--- config.mk ---
export PLATFORM = sky130hd
export DESIGN_NAME = signed_seq_divider
export DESIGN_NICKNAME = d
export VERILOG_FILES = /design/src/rtl/arith_defs_pkg.sv /design/src/rtl/div_restore_step.sv /design/src/rtl/signed_seq_divider.sv
export SDC_FILE = /design/constraint.sdc
export NUM_CORES = 1
export LEC_CHECK = 0
export CORE_ASPECT_RATIO = 0.6
export CORE_MARGIN = 1.5
export CORE_UTILIZATION = 55
export DETAILED_ROUTE_END_ITERATION = 12
export DONT_BUFFER_PORTS = 1
export PLACE_DENSITY = 0.68
export SLEW_MARGIN = 15
export SYNTH_ARGS = -nofsm -noshare
export SYNTH_HDL_FRONTEND = slang
export SYNTH_SLANG_ARGS = --single-unit
--- constraint.sdc ---
create_clock -name clk -period 2.6 [get_ports clk]
set_clock_uncertainty 0.15 [all_clocks]
set_input_delay 0.26 -clock clk [delete_from_list [all_inputs] [get_ports clk]]
set_output_delay 0.26 -clock clk [all_outputs]
set_load 0.1 [all_outputs]
--- src/rtl/arith_defs_pkg.sv ---
// Shared arithmetic definitions for the sequential
// divider: FSM encoding and two's-complement helpers.
package arith_defs;

    typedef enum logic [1:0] {
        IDLE = 2'd0,
        CALC = 2'd1,
        FIX  = 2'd2,
        DONE = 2'd3
    } state_t;

    localparam int DEF_BITS = 4;

    function automatic logic [31:0] min_val(
        input int n
    );
        return 32'd1 << (n - 1);
    endfunction

    function automatic logic [31:0] negate(
        input logic [31:0] x
    );
        return ~x + 32'd1;
    endfunction

    // Caller truncates to n bits; |MIN| fits unsigned.
    function automatic logic [31:0] abs_val(
        input logic [31:0] x,
        input int          n
    );
        return x[n-1] ? negate(x) : x;
    endfunction

endpackage

--- src/rtl/div_restore_step.sv ---
// One restoring-division step on magnitudes:
// shift in a dividend bit, trial subtract, keep or restore.
module div_restore_step
    import arith_defs::*;
#(
    parameter int numBits = DEF_BITS
) (
    input  logic [numBits:0]   partial_rem,
    input  logic               next_bit,
    input  logic [numBits-1:0] divisor_mag,
    output logic [numBits:0]   new_rem,
    output logic               q_bit
);

    logic [numBits+1:0] shifted;
    logic [numBits:0]   diff;

    always_comb begin
        shifted = {partial_rem, next_bit};
        q_bit   = (shifted >= {2'b00, divisor_mag});
        diff    = shifted[numBits:0]
                - {1'b0, divisor_mag};
        new_rem = q_bit ? diff : shifted[numBits:0];
    end

endmodule

--- src/rtl/signed_seq_divider.sv ---
// Iterative signed divider, one quotient bit per clock,
// with ready/valid handshakes on operands and result.
module signed_seq_divider
    import arith_defs::*;
#(
    parameter int numBits = DEF_BITS
) (
    input  logic               clk,
    input  logic               rst_n,
    input  logic               in_valid,
    output logic               in_ready,
    input  logic [numBits-1:0] dividend,
    input  logic [numBits-1:0] divisor,
    output logic               out_valid,
    input  logic               out_ready,
    output logic [numBits-1:0] quotient,
    output logic [numBits-1:0] remainder,
    output logic               div_zero,
    output logic               overflow
);

    localparam int CW = $clog2(numBits) + 1;

    state_t             state_q, state_d;
    logic [CW-1:0]      cnt_q, cnt_d;
    logic [numBits:0]   rem_q, rem_d;
    logic [numBits-1:0] dvd_q, dvd_d;
    logic [numBits-1:0] dvs_q, dvs_d;
    logic [numBits-1:0] quo_q, quo_d;
    logic [numBits-1:0] quotient_q, quotient_d;
    logic [numBits-1:0] remainder_q, remainder_d;
    logic               neg_quo_q, neg_quo_d;
    logic               neg_rem_q, neg_rem_d;
    logic               div_zero_q, div_zero_d;
    logic               overflow_q, overflow_d;

    logic [numBits:0]   step_rem;
    logic               step_q;
    logic [numBits-1:0] min_c;

    assign min_c = numBits'(min_val(numBits));

    div_restore_step #(
        .numBits(numBits)
    ) u_step (
        .partial_rem(rem_q),
        .next_bit   (dvd_q[numBits-1]),
        .divisor_mag(dvs_q),
        .new_rem    (step_rem),
        .q_bit      (step_q)
    );

    always_comb begin
        state_d     = state_q;
        cnt_d       = cnt_q;
        rem_d       = rem_q;
        dvd_d       = dvd_q;
        dvs_d       = dvs_q;
        quo_d       = quo_q;
        quotient_d  = quotient_q;
        remainder_d = remainder_q;
        neg_quo_d   = neg_quo_q;
        neg_rem_d   = neg_rem_q;
        div_zero_d  = div_zero_q;
        overflow_d  = overflow_q;

        unique case (state_q)
            IDLE: begin
                if (in_valid) begin
                    dvd_d = numBits'(abs_val(
                        32'(dividend), numBits));
                    dvs_d = numBits'(abs_val(
                        32'(divisor), numBits));
                    rem_d      = '0;
                    quo_d      = '0;
                    cnt_d      = CW'(numBits - 1);
                    neg_quo_d  = dividend[numBits-1]
                               ^ divisor[numBits-1];
                    neg_rem_d  = dividend[numBits-1];
                    div_zero_d = (divisor == '0);
                    overflow_d = (dividend == min_c)
                               && (divisor == '1);
                    if (divisor == '0) begin
                        quotient_d  = '1;
                        remainder_d = dividend;
                        state_d     = DONE;
                    end else begin
                        state_d = CALC;
                    end
                end
            end
            CALC: begin
                rem_d = step_rem;
                quo_d = {quo_q[numBits-2:0], step_q};
                dvd_d = {dvd_q[numBits-2:0], 1'b0};
                if (cnt_q == '0) begin
                    state_d = FIX;
                end else begin
                    cnt_d = cnt_q - 1'b1;
                end
            end
            FIX: begin
                quotient_d = neg_quo_q
                    ? numBits'(negate(32'(quo_q)))
                    : quo_q;
                remainder_d = neg_rem_q
                    ? numBits'(negate(
                        32'(rem_q[numBits-1:0])))
                    : rem_q[numBits-1:0];
                state_d = DONE;
            end
            DONE: begin
                if (out_ready) begin
                    div_zero_d = 1'b0;
                    overflow_d = 1'b0;
                    state_d    = IDLE;
                end
            end
            default: state_d = IDLE;
        endcase
    end

    always_ff @(posedge clk or negedge rst_n) begin
        if (!rst_n) begin
            state_q     <= IDLE;
            cnt_q       <= '0;
            rem_q       <= '0;
            dvd_q       <= '0;
            dvs_q       <= '0;
            quo_q       <= '0;
            quotient_q  <= '0;
            remainder_q <= '0;
            neg_quo_q   <= 1'b0;
            neg_rem_q   <= 1'b0;
            div_zero_q  <= 1'b0;
            overflow_q  <= 1'b0;
        end else begin
            state_q     <= state_d;
            cnt_q       <= cnt_d;
            rem_q       <= rem_d;
            dvd_q       <= dvd_d;
            dvs_q       <= dvs_d;
            quo_q       <= quo_d;
            quotient_q  <= quotient_d;
            remainder_q <= remainder_d;
            neg_quo_q   <= neg_quo_d;
            neg_rem_q   <= neg_rem_d;
            div_zero_q  <= div_zero_d;
            overflow_q  <= overflow_d;
        end
    end

    assign in_ready  = (state_q == IDLE);
    assign out_valid = (state_q == DONE);
    assign quotient  = quotient_q;
    assign remainder = remainder_q;
    assign div_zero  = div_zero_q;
    assign overflow  = overflow_q;

endmodule

Word level (Yosys, flattened, before mapping)
Cells that the tools add are included.
Storage, ports and cells
  register bits after elaboration: 34
  logic and storage cells: 77
  output and inout bits: 12
  input bits: 12
Cells by class
  bitwise operators: 5
  muxes and demuxes: 30
  add/sub/neg operators: 6
  equality and inequality tests: 10
  $lt $le $gt $ge: 1
  reductions and logical operators: 13
Operators with widths (count)
  2-to-1 mux 4 bit: 10
  one-hot mux 4 bit (2 select lines): 4
  adder 4 x 1 -> 4 bit, second input constant: 4
  inverter 4 bit: 4
  AND reduction 3 bit: 4
  2-to-1 mux 5 bit: 2
  one-hot mux 5 bit (2 select lines): 1
  equality test 4 bit, second input constant: 2
  2-to-1 mux 2 bit: 4
  one-hot mux 2 bit (4 select lines): 1
  greater-or-equal comparator 6 x 4 -> 1 bit: 1
  2-to-1 mux 3 bit: 2
  inequality test 2 bit, second input constant: 3
  one-hot mux 3 bit (2 select lines): 1
  nonzero test 2 bit: 3
  subtractor 5 x 4 -> 5 bit: 1
  equality test 2 bit, second input constant: 2
  logical NOT 4 bit: 1
  inequality test 2 x 1 -> 1 bit, second input constant: 2
  one-hot mux 1 bit (2 select lines): 2
  AND reduction 2 bit: 2
  logical NOT 3 bit: 1
  2-to-1 mux 1 bit: 3
  subtractor 3 x 1 -> 3 bit, second input constant: 1
  4 further kinds: 4

Depth between registers and ports, before layout
  depth after elaboration: 5
  depth in mapped cells: 8
  gate-level depth less buffers: 8

By module
From an unflattened synthesis, not the netlist that was laid out.
Unflattened totals
  cells, all modules: 200
  area total of the unflattened synthesis: 2008.2 um^2
By module, submodules not included
  signed_seq_divider: instances 1, cells each 171, area an instance 1774.2 um^2, sequential area each 850.8 um^2
  div_restore_step: instances 1, cells each 29, area an instance 234.0 um^2, sequential area each 0.0 um^2

Least setup slack after synthesis
No wires, ideal clock.
  path type: register -> register
  start point: register state_q[0]
  end point: register rem_q[0]
  path slack: 185 ps
  stages on the path, launching flop included: 7
  data arrival time: 2119 ps
  library setup time: 146 ps
  buffers on the path: 1
  period minus slack after synthesis: 2415 ps
  data required time: 2304 ps
  cells stage by stage: dfrtp_1 -> inv_1 -> ha_1 -> buf_6 -> or2b_2 -> nand2_1 -> o311ai_0
On the way
  longest elaborated chain between the ends: 3
  elaborated cells on any way between the ends: 6
  classes of those cells: eq/ne (2); mux (1); reduce/logical (3)
Ends and longest elaborated chain
  from (decl): RTL line signed_seq_divider.sv:24  | state_t state_q, state_d;
  from (signal assigned): RTL line signed_seq_divider.sv:138  | state_q <= state_d;
  logical NOT 2 bit (*)
  named net in_ready: RTL line signed_seq_divider.sv:11  | output logic in_ready,
  inequality test 2 bit (no source line) / nonzero test 2 bit (equally long branches)
  AND reduction 2 bit (no source line)
  to (signal assigned): RTL line signed_seq_divider.sv:140  | rem_q <= rem_d;
  to (decl): RTL line signed_seq_divider.sv:26  | logic [numBits:0] rem_q, rem_d;
The timed path passes the listed nets; every way through them passes the cells marked *.
A chain may end at the register's enable or synchronous reset.

Worst setup path after layout
  start point: register state_q[0]
  end point: output port in_ready
On the way
  longest elaborated chain between the ends: 1
Ends and longest elaborated chain
  logical NOT 2 bit: RTL line signed_seq_divider.sv:153  | assign in_ready = (state_q == IDLE);
  to (decl): RTL line signed_seq_divider.sv:11
Every way passes these cells.

==> results.json <==
{
  "setup_viol": 0,
  "worstSetupEndpointType": "output pin",
  "core_area_um2": 3640,
  "clk_pin_slew_ns": 0.07,
  "hpwl_um": 3310,
  "finalNetCount": 258,
  "drive_above_1_share_pct": 13.5,
  "initial_core_util_pct": 57.1,
  "routed_via_density": 5.91,
  "slew_viol_final": 0,
  "synth_edf_count": 0,
  "dr.pass1.iters": 4,
  "synthToLayoutAreaGrowth_pct": 9.89,
  "rows": 17,
  "drc": 0,
  "fin_tns_setup_ns": 0,
  "syn_area_um2": 2080,
  "finalCriticalPeriod_ns": 2.04,
  "fin_crit_sh_pct": 78.4,
  "cts_sinks": 34,
  "grt-ovfl-total": 0,
  "drt_wl_total_um": 4540,
  "die-width_um": 82.3,
  "worstPathRequired_ns": 2.19,
  "slew-limit-headroom_pct": 38.6,
  "ys_seq_elements": 34,
  "io_buffers": 0,
  "ys_types": 48,
  "antenna_cells": 0,
  "cts_buffers": 5,
  "avgSynthCellArea_um2": 9.57,
  "grt_pass1_wl_um": 7710,
  "ant_nets": 0,
  "gr-usage-all-layers_pct": 25.3,
  "worstPathArrival_ns": 1.63,
  "io-pin-count": 24,
  "cts-root-buf": "clkbuf_8",
  "grt_max_degree": 35,
  "die-area_um2": 4160,
  "ys.flop_type": "dfrtp_1",
  "ys_warn_count": 0,
  "die_height_um": 50.6,
  "antenna_found_initial": 0,
  "clk_latency_ns": 0.29,
  "critical_path_peak_fanout": 12,
  "vias": 1636,
  "detail_route.wl_per_cell_um": 16.4,
  "yosysSeqAreaShare_pct": 41.0,
  "cts_tree": "built",
  "globalplace.congestion": 0.821,
  "ctsHtreeMaxLevel": 2,
  "grt_pass1_vias": 1667,
  "hold_violations": 0,
  "synth_cells": 217,
  "first_iter_violations": 86,
  "syn_nets": 245,
  "worst-slew-pin-transition_ns": 0.921,
  "min_path_type": "in2reg",
  "async_flop_share_pct": 100,
  "ctsResizeCount": 0,
  "clockBufferDepth": 2,
  "crit_path_start_kind": "flop",
  "rsz0062_at_grt": "false",
  "max-cap-violations": 0,
  "status": "completed",
  "critical_path_class": "reg2out",
  "fmax_ghz": 0.490
}
## sequential cells by signal, summed over array words and instances (netlist names)
signal,count
dvd_q,4
quotient,4
remainder,4
overflow,1
rem_q,5
cnt_q,3
dvs_q,4
quo_q,4
state_q,2
neg_quo_q,1
div_zero,1
neg_rem_q,1
## per-stage QoR
stage	area [µm²]	cells	setup WS (ns)	hold slack, ns	utilization [%]
2_1_floorplan	2080	217	0.185	-0.186	-
3_3_place_gp	2160	267	0.636	-0.185	59.4
3_5_place_dp	2160	267	0.607	-0.185	59.4
4_1_cts	2280	277	0.571	0.00147	62.7
5_1_grt	2280	277	0.435	0.0152	62.7
6_report	2280	277	0.560	0.000997	62.7
## cell type report
class,instances,area [µm²]
Fill cell,318,1360
Clock buffer,5,68.8
Inverter,20,75.1
Multi-Input combinational cell,157,1110
Clock inverter,2,10.0
Tap cell,47,58.8
Timing Repair Buffer,12,108
Sequential cell,34,851
## worst max-delay path, stage by stage (launching register included)
cell     delay (ns)
dfrtp_1        0.41
inv_1          0.11
ha_1           0.44
buf_4          0.38
## per-layer routing
layer | track usage [%] | wire (µm) | share of wire [%]
met2 | 37.1 | 1910 | 42
met3 | 8.91 | 350 | 7.7
met5 | 0 | 0 | 0
met4 | 7.91 | 82 | 1.8
met1 | 34.6 | 2200 | 48
## placed cells by master, fill, tap and decap left out, drive strengths merged, types with 5 or more instances in the layout
master   n
nand3    5
o21ai   20
buf     10
nor2    14
o31ai    5
mux2i    9
a21oi    9
ha      15
inv     20
xnor2    6
a31oi    5
nand2   22
dfrtp   34
clkbuf   5
## synthesized netlist by cell type (3+ instances only)
cell      instances  area [µm²]
ha_1             15         188
mux2i_1           9        90.1
nand4_1           4        25.0
dfrtp_1          34         851
o21ai_0          20         100
xnor2_1           6        52.6
inv_1            19        71.3
nand2b_1          4        25.0
mux2_2            4        45.0
o31ai_1           5        37.5
nor2b_1           3        18.8
nand2_1          22        82.6
a31oi_1           5        31.3
nand3_1           5        25.0
nor2_1           13        48.8
xor2_1            3        26.3
a21oi_1           9        45.0
## path summary, 6_finish.rpt
check                                        from                        to  slack [ns]  cells past startpoint
setup reg to reg           state_q[0]$_DFFE_PN0P_  remainder[2]$_DFFE_PN0P_        0.57                      5
max in group asynchronous                   rst_n      dvd_q[1]$_DFFE_PN0P_        1.85                      2
hold / removal                         divisor[0]      dvs_q[0]$_DFFE_PN0P_       0.001                      2
setup / recovery           state_q[0]$_DFFE_PN0P_                  in_ready        0.56                      3
hold reg to reg              dvd_q[1]$_DFFE_PN0P_      dvd_q[1]$_DFFE_PN0P_        0.34                      2
min in group asynchronous                   rst_n      overflow$_DFFE_PN0P_        0.26                      2
## cell families (layout without fill, tap and decap cells)
family	Yosys count	count (layout)	share of synthesized area, %
XOR/XNOR	9	9	3.80
AND/OR/NAND/NOR	66	66	16.4
flip-flops	34	34	41.0
AO/OA/AOI/OAI	53	53	16.8
buffers and inverters	26	39	5.55
adder cells (fa/ha/maj)	16	16	10.0
multiplexers	13	13	6.51
## timing repair
item | 4_1_cts | 5_1_grt
setup endpoints to repair | 0 | 0
hold buffers | 3 | 0
hold endpoints to repair | 35 | 0
buffers inserted | 0 | 0
Power is not shown: default switching activity piles up to over one toggle a cycle in this logic, so the estimate is an artifact.
